[src/rtl/rcb_host_arb_if.sv]
// -----------------------------------------------------------------------------
// rcb_host_arb_if
//   Bundles the three buses around one RCB RAM arbiter: the pipeline read
//   channel, the host read/write channel and the single-port RAM port.
//
//   Modports
//     slave  : the arbiter. Takes requests and RAM read data; drives readies,
//              responses and the RAM command.
//     master : the surroundings (pipeline, host_if and RAM). Mirror image of
//              slave.
//
//   Parameters
//     RAM_WIDTH   RAM data width (bits)
//     ADDR_WIDTH  RAM address width (bits)
// -----------------------------------------------------------------------------
interface rcb_host_arb_if #(
    parameter int RAM_WIDTH  = 64,
    parameter int ADDR_WIDTH = 14
);
    // Pipeline read channel
    logic                  pipe_req_valid;
    logic                  pipe_req_ready;
    logic [ADDR_WIDTH-1:0] pipe_req_addr;
    logic                  pipe_rsp_valid;
    logic [RAM_WIDTH-1:0]  pipe_rsp_data;

    // Host read/write channel
    logic                  host_req_valid;
    logic                  host_req_ready;
    logic                  host_req_wr;
    logic [ADDR_WIDTH-1:0] host_req_addr;
    logic [RAM_WIDTH-1:0]  host_req_wdata;
    logic                  host_rsp_valid;
    logic [RAM_WIDTH-1:0]  host_rsp_rdata;

    // Single-port RAM
    logic                  ram_en;
    logic                  ram_we;
    logic [ADDR_WIDTH-1:0] ram_addr;
    logic [RAM_WIDTH-1:0]  ram_wdata;
    logic [RAM_WIDTH-1:0]  ram_rdata;

    modport slave (
        input  pipe_req_valid, pipe_req_addr,
        input  host_req_valid, host_req_wr, host_req_addr, host_req_wdata,
        input  ram_rdata,
        output pipe_req_ready, pipe_rsp_valid, pipe_rsp_data,
        output host_req_ready, host_rsp_valid, host_rsp_rdata,
        output ram_en, ram_we, ram_addr, ram_wdata
    );

    modport master (
        output pipe_req_valid, pipe_req_addr,
        output host_req_valid, host_req_wr, host_req_addr, host_req_wdata,
        output ram_rdata,
        input  pipe_req_ready, pipe_rsp_valid, pipe_rsp_data,
        input  host_req_ready, host_rsp_valid, host_rsp_rdata,
        input  ram_en, ram_we, ram_addr, ram_wdata
    );
endinterface

[src/rtl/rcb_host_arb.sv]
// -----------------------------------------------------------------------------
// rcb_host_arb
//   Shares one single-port RCB RAM between the strategy lookup pipeline
//   (reads only, one per cycle) and the host register/table path (single
//   outstanding read or write). Every access is tagged at issue and the tag
//   travels alongside the RAM latency, so each read returns to the requester
//   that issued it, in issue order.
//
//   Ports
//     clk      core clock
//     reset_n  synchronous reset, active-low
//     arb_if   rcb_host_arb_if.slave: pipe/host request+response, RAM port
//
//   Parameters
//     RCB_HOST_ARB  0 = pipeline strict priority, 1 = round-robin pipe/host
//     RAM_WIDTH     RAM data width
//     ADDR_WIDTH    RAM address width
//     RAM_RD_LAT    ram_en to ram_rdata latency (1..4)
//     STARVE_LIMIT  consecutive pipe wins tolerated while the host waits
//
//   Optional feature macro
//     RCB_ARB_STARVE_GUARD_EN  adds the host anti-starvation counter
// -----------------------------------------------------------------------------
module rcb_host_arb #(
    parameter int RCB_HOST_ARB = 0,
    parameter int RAM_WIDTH    = 64,
    parameter int ADDR_WIDTH   = 14,
    parameter int RAM_RD_LAT   = 1,
    parameter int STARVE_LIMIT = 16
) (
    input  logic          clk,
    input  logic          reset_n,
    rcb_host_arb_if.slave arb_if
);

    // One stage per cycle between issue and the rdata-capture edge.
    localparam int TAG_DEPTH = RAM_RD_LAT + 1;

    typedef enum logic {
        OWN_PIPE = 1'b0,
        OWN_HOST = 1'b1
    } owner_e;

    typedef struct packed {
        logic   vld;
        owner_e owner;
        logic   wr;
    } tag_t;

    tag_t [TAG_DEPTH-1:0]  tag_q;
    tag_t                  rsp_tag;

    logic                  host_busy_q, host_busy_d;
    logic                  rr_host_q, rr_host_d;   // 1: host wins next contested cycle
    logic                  host_elig, contested, grant_host;
    logic                  pipe_acc, host_acc;
    logic                  starve_hit;

    logic                  ram_en_q, ram_we_q;
    logic [ADDR_WIDTH-1:0] ram_addr_q;
    logic [RAM_WIDTH-1:0]  ram_wdata_q;
    logic                  pipe_rsp_valid_q, host_rsp_valid_q;
    logic [RAM_WIDTH-1:0]  pipe_rsp_data_q, host_rsp_rdata_q;

    assign rsp_tag = tag_q[TAG_DEPTH-1];

`ifdef RCB_ARB_STARVE_GUARD_EN
    localparam int CNT_W = $clog2(STARVE_LIMIT + 1);

    logic [CNT_W-1:0] starve_cnt_q, starve_cnt_d;

    assign starve_hit = (starve_cnt_q == CNT_W'(STARVE_LIMIT));

    always_comb begin
        starve_cnt_d = starve_cnt_q;
        if (!arb_if.host_req_valid || host_acc) begin
            starve_cnt_d = '0;
        end else if (pipe_acc && host_elig) begin
            starve_cnt_d = starve_cnt_q + CNT_W'(1);
        end
    end
`else
    // Without the guard the host can be starved; the limit has no effect.
    logic unused_starve_limit;
    assign unused_starve_limit = (STARVE_LIMIT != 0);
    assign starve_hit          = 1'b0;
`endif

    // Grant selection. Readies are the grants themselves, gated by reset so
    // nothing is accepted (and every output reads 0) while reset_n is low.
    always_comb begin
        // NOTE: every signal assigned here gets a default first; a path that
        // leaves one unassigned would infer a latch.
        grant_host = 1'b0;
        host_elig  = arb_if.host_req_valid & ~host_busy_q;
        contested  = arb_if.pipe_req_valid & host_elig;

        if (contested) begin
            if (starve_hit) begin
                grant_host = 1'b1;
            end else if (RCB_HOST_ARB != 0) begin
                grant_host = rr_host_q;
            end
        end else begin
            grant_host = host_elig;
        end

        host_acc = grant_host & reset_n;
        pipe_acc = arb_if.pipe_req_valid & ~grant_host & reset_n;

        // Pointer moves only when both sides actually competed.
        rr_host_d = rr_host_q;
        if (contested) begin
            rr_host_d = ~grant_host;
        end

        // Busy drops on the edge that launches the host response, so a new
        // host request can be accepted in the same cycle the response shows.
        host_busy_d = host_busy_q;
        if (host_acc) begin
            host_busy_d = 1'b1;
        end else if (rsp_tag.vld && rsp_tag.owner == OWN_HOST) begin
            host_busy_d = 1'b0;
        end
    end

    assign arb_if.pipe_req_ready = pipe_acc;
    assign arb_if.host_req_ready = host_acc;

    always_ff @(posedge clk) begin
        if (!reset_n) begin
            // NOTE: the tag pipe is reset (unlike a data RAM) because its
            // valid bits decide whether a response fires; clearing it is what
            // drops in-flight reads.
            tag_q            <= '0;
            host_busy_q      <= 1'b0;
            rr_host_q        <= 1'b0;
            ram_en_q         <= 1'b0;
            ram_we_q         <= 1'b0;
            ram_addr_q       <= '0;
            ram_wdata_q      <= '0;
            pipe_rsp_valid_q <= 1'b0;
            pipe_rsp_data_q  <= '0;
            host_rsp_valid_q <= 1'b0;
            host_rsp_rdata_q <= '0;
`ifdef RCB_ARB_STARVE_GUARD_EN
            starve_cnt_q     <= '0;
`endif
        end else begin
            // NOTE: non-blocking assignments throughout, so every register
            // samples pre-edge values regardless of statement order.
            host_busy_q <= host_busy_d;
            rr_host_q   <= rr_host_d;
`ifdef RCB_ARB_STARVE_GUARD_EN
            starve_cnt_q <= starve_cnt_d;
`endif

            // Issue: address/data only load on a grant and hold when idle.
            ram_en_q <= pipe_acc | host_acc;
            ram_we_q <= host_acc & arb_if.host_req_wr;
            if (host_acc) begin
                ram_addr_q  <= arb_if.host_req_addr;
                ram_wdata_q <= arb_if.host_req_wdata;
            end else if (pipe_acc) begin
                ram_addr_q  <= arb_if.pipe_req_addr;
            end

            tag_q[0] <= '{vld:   pipe_acc | host_acc,
                          owner: host_acc ? OWN_HOST : OWN_PIPE,
                          wr:    host_acc & arb_if.host_req_wr};
            for (int i = 1; i < TAG_DEPTH; i++) begin
                tag_q[i] <= tag_q[i-1];
            end

            // Response: the last tag stage lines up with ram_rdata.
            pipe_rsp_valid_q <= rsp_tag.vld && rsp_tag.owner == OWN_PIPE;
            host_rsp_valid_q <= rsp_tag.vld && rsp_tag.owner == OWN_HOST;
            if (rsp_tag.vld && rsp_tag.owner == OWN_PIPE) begin
                pipe_rsp_data_q <= arb_if.ram_rdata;
            end
            if (rsp_tag.vld && rsp_tag.owner == OWN_HOST) begin
                host_rsp_rdata_q <= rsp_tag.wr ? '0 : arb_if.ram_rdata;
            end
        end
    end

    assign arb_if.ram_en         = ram_en_q;
    assign arb_if.ram_we         = ram_we_q;
    assign arb_if.ram_addr       = ram_addr_q;
    assign arb_if.ram_wdata      = ram_wdata_q;
    assign arb_if.pipe_rsp_valid = pipe_rsp_valid_q;
    assign arb_if.pipe_rsp_data  = pipe_rsp_data_q;
    assign arb_if.host_rsp_valid = host_rsp_valid_q;
    assign arb_if.host_rsp_rdata = host_rsp_rdata_q;

endmodule

[src/flat_wrapper.sv]
// flat-port wrapper written by rule: the top's interface ports become plain ports
module rcb_host_arb_flat 
#(
    parameter int RCB_HOST_ARB = 0,
    parameter int RAM_WIDTH    = 64,
    parameter int ADDR_WIDTH   = 14,
    parameter int RAM_RD_LAT   = 1,
    parameter int STARVE_LIMIT = 16
)
  (clk, reset_n, arb_if_pipe_req_valid, arb_if_pipe_req_addr, arb_if_host_req_valid, arb_if_host_req_wr, arb_if_host_req_addr, arb_if_host_req_wdata, arb_if_ram_rdata, arb_if_pipe_req_ready, arb_if_pipe_rsp_valid, arb_if_pipe_rsp_data, arb_if_host_req_ready, arb_if_host_rsp_valid, arb_if_host_rsp_rdata, arb_if_ram_en, arb_if_ram_we, arb_if_ram_addr, arb_if_ram_wdata);
  rcb_host_arb_if #(.RAM_WIDTH(RAM_WIDTH), .ADDR_WIDTH(ADDR_WIDTH)) arb_if_i ();
  input  logic clk;
  input  logic reset_n;
  input wire logic [$bits(arb_if_i.pipe_req_valid)-1:0] arb_if_pipe_req_valid;
  input wire logic [$bits(arb_if_i.pipe_req_addr)-1:0] arb_if_pipe_req_addr;
  input wire logic [$bits(arb_if_i.host_req_valid)-1:0] arb_if_host_req_valid;
  input wire logic [$bits(arb_if_i.host_req_wr)-1:0] arb_if_host_req_wr;
  input wire logic [$bits(arb_if_i.host_req_addr)-1:0] arb_if_host_req_addr;
  input wire logic [$bits(arb_if_i.host_req_wdata)-1:0] arb_if_host_req_wdata;
  input wire logic [$bits(arb_if_i.ram_rdata)-1:0] arb_if_ram_rdata;
  output wire logic [$bits(arb_if_i.pipe_req_ready)-1:0] arb_if_pipe_req_ready;
  output wire logic [$bits(arb_if_i.pipe_rsp_valid)-1:0] arb_if_pipe_rsp_valid;
  output wire logic [$bits(arb_if_i.pipe_rsp_data)-1:0] arb_if_pipe_rsp_data;
  output wire logic [$bits(arb_if_i.host_req_ready)-1:0] arb_if_host_req_ready;
  output wire logic [$bits(arb_if_i.host_rsp_valid)-1:0] arb_if_host_rsp_valid;
  output wire logic [$bits(arb_if_i.host_rsp_rdata)-1:0] arb_if_host_rsp_rdata;
  output wire logic [$bits(arb_if_i.ram_en)-1:0] arb_if_ram_en;
  output wire logic [$bits(arb_if_i.ram_we)-1:0] arb_if_ram_we;
  output wire logic [$bits(arb_if_i.ram_addr)-1:0] arb_if_ram_addr;
  output wire logic [$bits(arb_if_i.ram_wdata)-1:0] arb_if_ram_wdata;
  assign arb_if_i.pipe_req_valid = arb_if_pipe_req_valid;
  assign arb_if_i.pipe_req_addr = arb_if_pipe_req_addr;
  assign arb_if_i.host_req_valid = arb_if_host_req_valid;
  assign arb_if_i.host_req_wr = arb_if_host_req_wr;
  assign arb_if_i.host_req_addr = arb_if_host_req_addr;
  assign arb_if_i.host_req_wdata = arb_if_host_req_wdata;
  assign arb_if_i.ram_rdata = arb_if_ram_rdata;
  assign arb_if_pipe_req_ready = arb_if_i.pipe_req_ready;
  assign arb_if_pipe_rsp_valid = arb_if_i.pipe_rsp_valid;
  assign arb_if_pipe_rsp_data = arb_if_i.pipe_rsp_data;
  assign arb_if_host_req_ready = arb_if_i.host_req_ready;
  assign arb_if_host_rsp_valid = arb_if_i.host_rsp_valid;
  assign arb_if_host_rsp_rdata = arb_if_i.host_rsp_rdata;
  assign arb_if_ram_en = arb_if_i.ram_en;
  assign arb_if_ram_we = arb_if_i.ram_we;
  assign arb_if_ram_addr = arb_if_i.ram_addr;
  assign arb_if_ram_wdata = arb_if_i.ram_wdata;
  rcb_host_arb #(.RCB_HOST_ARB(RCB_HOST_ARB), .RAM_WIDTH(RAM_WIDTH), .ADDR_WIDTH(ADDR_WIDTH), .RAM_RD_LAT(RAM_RD_LAT), .STARVE_LIMIT(STARVE_LIMIT)) u_core (.clk(clk), .reset_n(reset_n), .arb_if(arb_if_i));
endmodule
[config.mk]
export PLATFORM = sky130hd
export DESIGN_NAME = rcb_host_arb_flat
export DESIGN_NICKNAME = d
export VERILOG_FILES = /design/src/rtl/rcb_host_arb_if.sv /design/src/rtl/rcb_host_arb.sv /design/src/flat_wrapper.sv
export SDC_FILE = /design/constraint.sdc
export NUM_CORES = 1
export LEC_CHECK = 0
export CAP_MARGIN = 20
export CELL_PAD_IN_SITES_DETAIL_PLACEMENT = 0
export CELL_PAD_IN_SITES_GLOBAL_PLACEMENT = 1
export CORE_MARGIN = 5
export CORE_UTILIZATION = 26
export DETAILED_ROUTE_END_ITERATION = 7
export PLACE_DENSITY = 0.76
export REMOVE_ABC_BUFFERS = 1
export SYNTH_ARGS = -nofsm -noshare
export SYNTH_HDL_FRONTEND = slang
export SYNTH_SLANG_ARGS = --single-unit
[constraint.sdc]
create_clock -name clk -period 1.2 [get_ports clk]
set_input_delay 0.18 -clock clk [delete_from_list [all_inputs] [get_ports clk]]
set_output_delay 0.18 -clock clk [all_outputs]
set_load 0.02 [all_outputs]
After elaboration in Yosys (flattened, before gate mapping)
Cells that the tools add are included.

Register bits after elaboration: 215. Latch bits: 0. RAM bits: 0. ROM bits: 0. Output and inout bits: 212. Logic and storage cells: 34. Memories kept: 0.

Add/sub/neg operators: 0. $mul: 0. Div/mod/pow operators: 0. Magnitude comparators: 0. Eq/ne operators: 0. Shift operators: 0. Multiplexer cells: 7. Bitwise logic cells: 10. Reduce and logical (&&, ||, !) cells: 4.

Operators with widths (number): $mux 64 (1); $mux 14 (2); $and 1x1->1 (6); $mux 1 (4); $reduce_bool 2->1 (2); $not 1->1 (3); $logic_and 1x1->1 (2); $or 1x1->1 (1).

Depth between registers and ports, before layout
Depth after elaboration: 9. Depth in mapped cells: 6.

Worst setup path before layout
No wires, ideal clock.

Path kind: reg-to-reg. Start: register u_core.tag_q, in the netlist u_core.rsp_tag[2]. End: register u_core.host_rsp_rdata_q[0], in the netlist u_core.arb_if.host_rsp_rdata[0]. Arrival: 1.064 ns. Data required time: 1.083 ns. Setup slack: 0.019 ns. Cell stages (with the launch flop): 6. Buffers on the path: 2. Clock period less this slack: 1.181 ns. Cell sequence: dfxtp_1 and3_1 nor2b_1 buf_4 buf_6 a22o_1.

Cells in the longest elaborated chain, start to end: 1.

Ends and longest elaborated chain: from (decl) (RTL line rcb_host_arb.sv:50) `tag_t [TAG_DEPTH-1:0] tag_q;`; from (signal, indexed assignment) (RTL line rcb_host_arb.sv:172) `tag_q[i] <= tag_q[i-1];`; $logic_and 1x1->1 (RTL line rcb_host_arb.sv:181) `if (rsp_tag.vld && rsp_tag.owner == OWN_HOST) begin`; to (signal assigned) (RTL line rcb_host_arb.sv:182) `host_rsp_rdata_q <= rsp_tag.wr ? '0 : arb_if.ram_rdata;`; to (decl) (RTL line rcb_host_arb.sv:63) `logic [RAM_WIDTH-1:0] pipe_rsp_data_q, host_rsp_rdata_q;`.

No other way between the ends. A chain may end at the register's enable or synchronous reset.

Worst setup path in the final report
Start: register u_core.host_busy_q. End: output arb_if_host_req_ready.

Cells in the longest elaborated chain, start to end: 5.

Ends and longest elaborated chain: from (decl) (RTL line rcb_host_arb.sv:53) `logic host_busy_q, host_busy_d;`; from (signal assigned) (RTL line rcb_host_arb.sv:152) `host_busy_q <= host_busy_d;`; $not 1->1 * (RTL line rcb_host_arb.sv:95) `host_elig = arb_if.host_req_valid & ~host_busy_q;`; $and 1x1->1 * (RTL line rcb_host_arb.sv:95); $and 1x1->1 (RTL line rcb_host_arb.sv:96) `contested = arb_if.pipe_req_valid & host_elig;`; $mux 1 * (RTL line rcb_host_arb.sv:98) `if (contested) begin`; $and 1x1->1 * (RTL line rcb_host_arb.sv:108) `host_acc = grant_host & reset_n;`; to (decl) (RTL line flat_wrapper.sv:24) `output wire logic [$bits(arb_if_i.host_req_ready)-1:0] arb_if_host_req_ready;`.

Every way passes the cells marked *; elsewhere a longest branch is shown, timed or not.

==> metrics.yaml <==
worstMarginPinSlew_ns: 0.494
track_usage_pct: 17.2
dp_hpwl_um: 19300
reg2reg_slack_ns: -0.20
hp-class: "primary input to flop"
timing.hold.ws_ns: 0.120
timing.rr.start: "u_core.rsp_tag[1]"
num_vias: 7429
setup_ws_ns: -0.333
synthTopCellsByArea: "dfxtp_1 58%, nand2_1 14%, a22o_1 7.5%"
worstReg2RegEnd: "u_core.arb_if.host_rsp_rdata[0]"
grt.overflow.total: 0
syn-cell-area_um2: 7460
synth_area_per_cell_um2: 9.49
cts-buffers-inserted: 25
synth_top_area_share_pct: 57.7
start_util_pct: 26.1
netlist_instances: 786
crit_buf_inv: 3
p_per_area_nw_per_um2: 1200
ant_nets: 0
holdPathStages: 3
diodes: 0
synth_edf_count: 0
rsz0062_at_grt: "true"
yosysMostFrequentCell: "nand2_1"
wl_per_cell_um: 19.8
nFillCells: 2596
path_clk_slew_ns: 0.06
crit_type: "flop to primary output"
cp_top_family: "flip-flops"
finalHoldViolCount: 0
cap_violations: 0
violations: "negative setup slack"
die_area_um2: 32200
status: "finished with violations"
yosysWarnings: 0
power_mw: 17.5
fmax_ghz: 0.652
clock_skew_ns: 0.00571
cp-start-kind: "flop"
setup_viol: 205
final_cells: 1623
fp-row-count: 62
antenna_found_initial: 1
rr_worst_depth: 6
hold_start: "reset_n"
clock-sinks: 215
drt_iter0_drc: 327
clock_path_buffers: 3
path_max_fanout: 2
cts_htree_levels: 1
relSlewSlack_pct: 67.1
portBuffers: 372
cp.required_ns: 1.02
cts_tree: "done"
cp_slowest_cell: "dfxtp_2"
cp_num_cells: 4
cp-end-kind: "primary output"
drv_slew: 0
wl_um: 32100
nNetsFinal: 1390
grt_max_degree: 70
clkLatencyLatePin_ns: 0.51
tns_ns: -21.95
ys.flop_type: "dfxtp_1"
routed_via_density: 4.58
worstPathArrival_ns: 1.35
min_period_over_period_pct: 128
synth_area_leader_cell: "dfxtp_1"
ys_types: 22
crit_chain: "nand4bb_4 > inv_4 > buf_12 > buf_12"
drive_above_1_share_pct: 46.7
seq_area_frac_synth_pct: 57.7
fp.dieH_um: 179
core_area_um2: 28500
die_w_um: 179
fin_crit_ns: 1.53
gp_congestion: 0.766
syn_to_final_growth_pct: 95.1
grt_pass1_vias: 7483
final_core_util_pct: 51.0
cp_common_cell: "buf_12"
grt_pass1_wl_um: 44500
post-place-cells: 1522
cpPeakStageDelay_ns: 0.32
drcViolationCount: 0
synthArstFlopShare_pct: 0
hold_path_end: "u_core.tag_q[2]"
power_leakage_nw: 6.49
cts_root_buf: "clkbuf_16"
yosys_register_bits: 215
vdd_drop_max_mv: 1.04
synth_common_cells: "272 x nand2_1, 215 x dfxtp_1, 64 x a21boi_0, 64 x a22o_1, 64 x nand3_1"
ioPinCount: 373
firstDrtPassIters: 4
-- worst register-to-register path, cell delays in order (launching register included) --
cell     delay (ns)
dfxtp_4        0.36
and3_1         0.17
nor2b_4        0.14
buf_4          0.14
buf_12         0.14
buf_16         0.15
a22o_1         0.18
-- per-layer routing --
| metal | GRT usage (%) | up-vias | part of all wire (%) |
|---|---|---|---|
| met5 | 0 | - | 0.040 |
| li1 | - | 3543 | - |
| met2 | 29.4 | 346 | 48 |
| met1 | 19.3 | 3471 | 38 |
| met3 | 8.33 | 67 | 10 |
| met4 | 4.18 | 2 | 3.6 |
-- cell families after synthesis --
| kind of cell | Yosys count | share of synthesized area, % |
|---|---|---|
| AND/OR/NAND/NOR | 349 | 19.3 |
| flip-flops | 215 | 57.7 |
| AO/OA/AOI/OAI | 149 | 16.3 |
| buffers and inverters | 65 | 5.62 |
| multiplexers | 8 | 1.07 |
-- worst max-delay path by stage --
stage                          start                         endpoint  slack, ns
2_1_floorplan      u_core.rsp_tag[2]  u_core.arb_if.host_rsp_rdata[0]      -1.82
3_3_place_gp   arb_if_pipe_req_valid            arb_if_pipe_req_ready      -0.43
3_5_place_dp   arb_if_pipe_req_valid            arb_if_pipe_req_ready      -0.46
4_1_cts           u_core.host_busy_q            arb_if_host_req_ready      -0.41
5_1_grt           u_core.host_busy_q            arb_if_host_req_ready      -0.39
6_report          u_core.host_busy_q            arb_if_host_req_ready      -0.33
-- sequential cells by signal, indices dropped and copies added (netlist names) --
signal                        count
u_core.arb_if.pipe_rsp_data      64
u_core.arb_if.host_rsp_rdata     64
u_core.arb_if.pipe_rsp_valid      1
u_core.rsp_tag                    3
u_core.arb_if.ram_addr           14
u_core.host_busy_q                1
u_core.arb_if.ram_wdata          64
u_core.arb_if.host_rsp_valid      1
u_core.tag_q                      3
-- power by group --
group          switching [mW]  internal [mW]  total [mW]  leakage, nW
logic                    1.29           1.63        2.92         4.32
clock network            2.88           4.09        6.96        0.361
registers               0.186           7.45        7.64         1.82
-- what timing repair did --
item / in CTS / in global routing
endpoints found under the setup margin: 335 / 357
hold buffers: 1 / 0
pin swaps: 33 / 87
resized for setup: 1218 / 363
gates cloned: 19 / 23
hold endpoints to repair: 1 / 0
buffers inserted: 19 / 12
-- metrics by stage --
stage	instance area, um2	worst slack (ns)
2_1_floorplan	7050	-1.82
3_3_place_gp	11800	-0.434
3_5_place_dp	11800	-0.457
4_1_cts	13200	-0.414
5_1_grt	14600	-0.391
6_report	14600	-0.333
-- final cells by class --
cell class | count | area, um2 | area share (%)
clock buffer | 31 | 668 | 4.59
tap | 384 | 480 | 3.30
inverter | 2 | 10.0 | 0.0687
timing repair buffer | 478 | 5720 | 39.3
sequential | 215 | 4500 | 30.9
clock inverter | 6 | 55.1 | 0.378
multi-input combinational | 507 | 3130 | 21.5
-- placed cells by master, fill, tap and decap left out --
master           instances
nand2b_4                 3
inv_1                    1
nand4bb_4                1
a21boi_1                42
inv_4                    1
dfxtp_1                 68
nand2_1                223
dlygate4sd2_1            1
o211a_1                  8
a21boi_2                22
dlygate4sd3_1            1
buf_4                   77
clkbuf_1                 4
nor2b_4                  2
clkbuf_16               42
a21boi_4                 1
clkinv_2                 5
dfxtp_2                142
buf_2                    1
buf_16                  17
nand2_2                 22
buf_6                  165
a22o_1                  64
and3_1                   1
nand2_4                 27
clkbuf_8                 2
mux2i_1                  8
nand3_1                 64
a32oi_1                  6
buf_8                    8
and2_1                   6
dfxtp_4                  5
o21ai_0                  6
clkdlybuf4s50_1        158
buf_12                  33
bufinv_16                1
or2_2                    1
No activity file was read; power rests on OpenSTA's default activity.
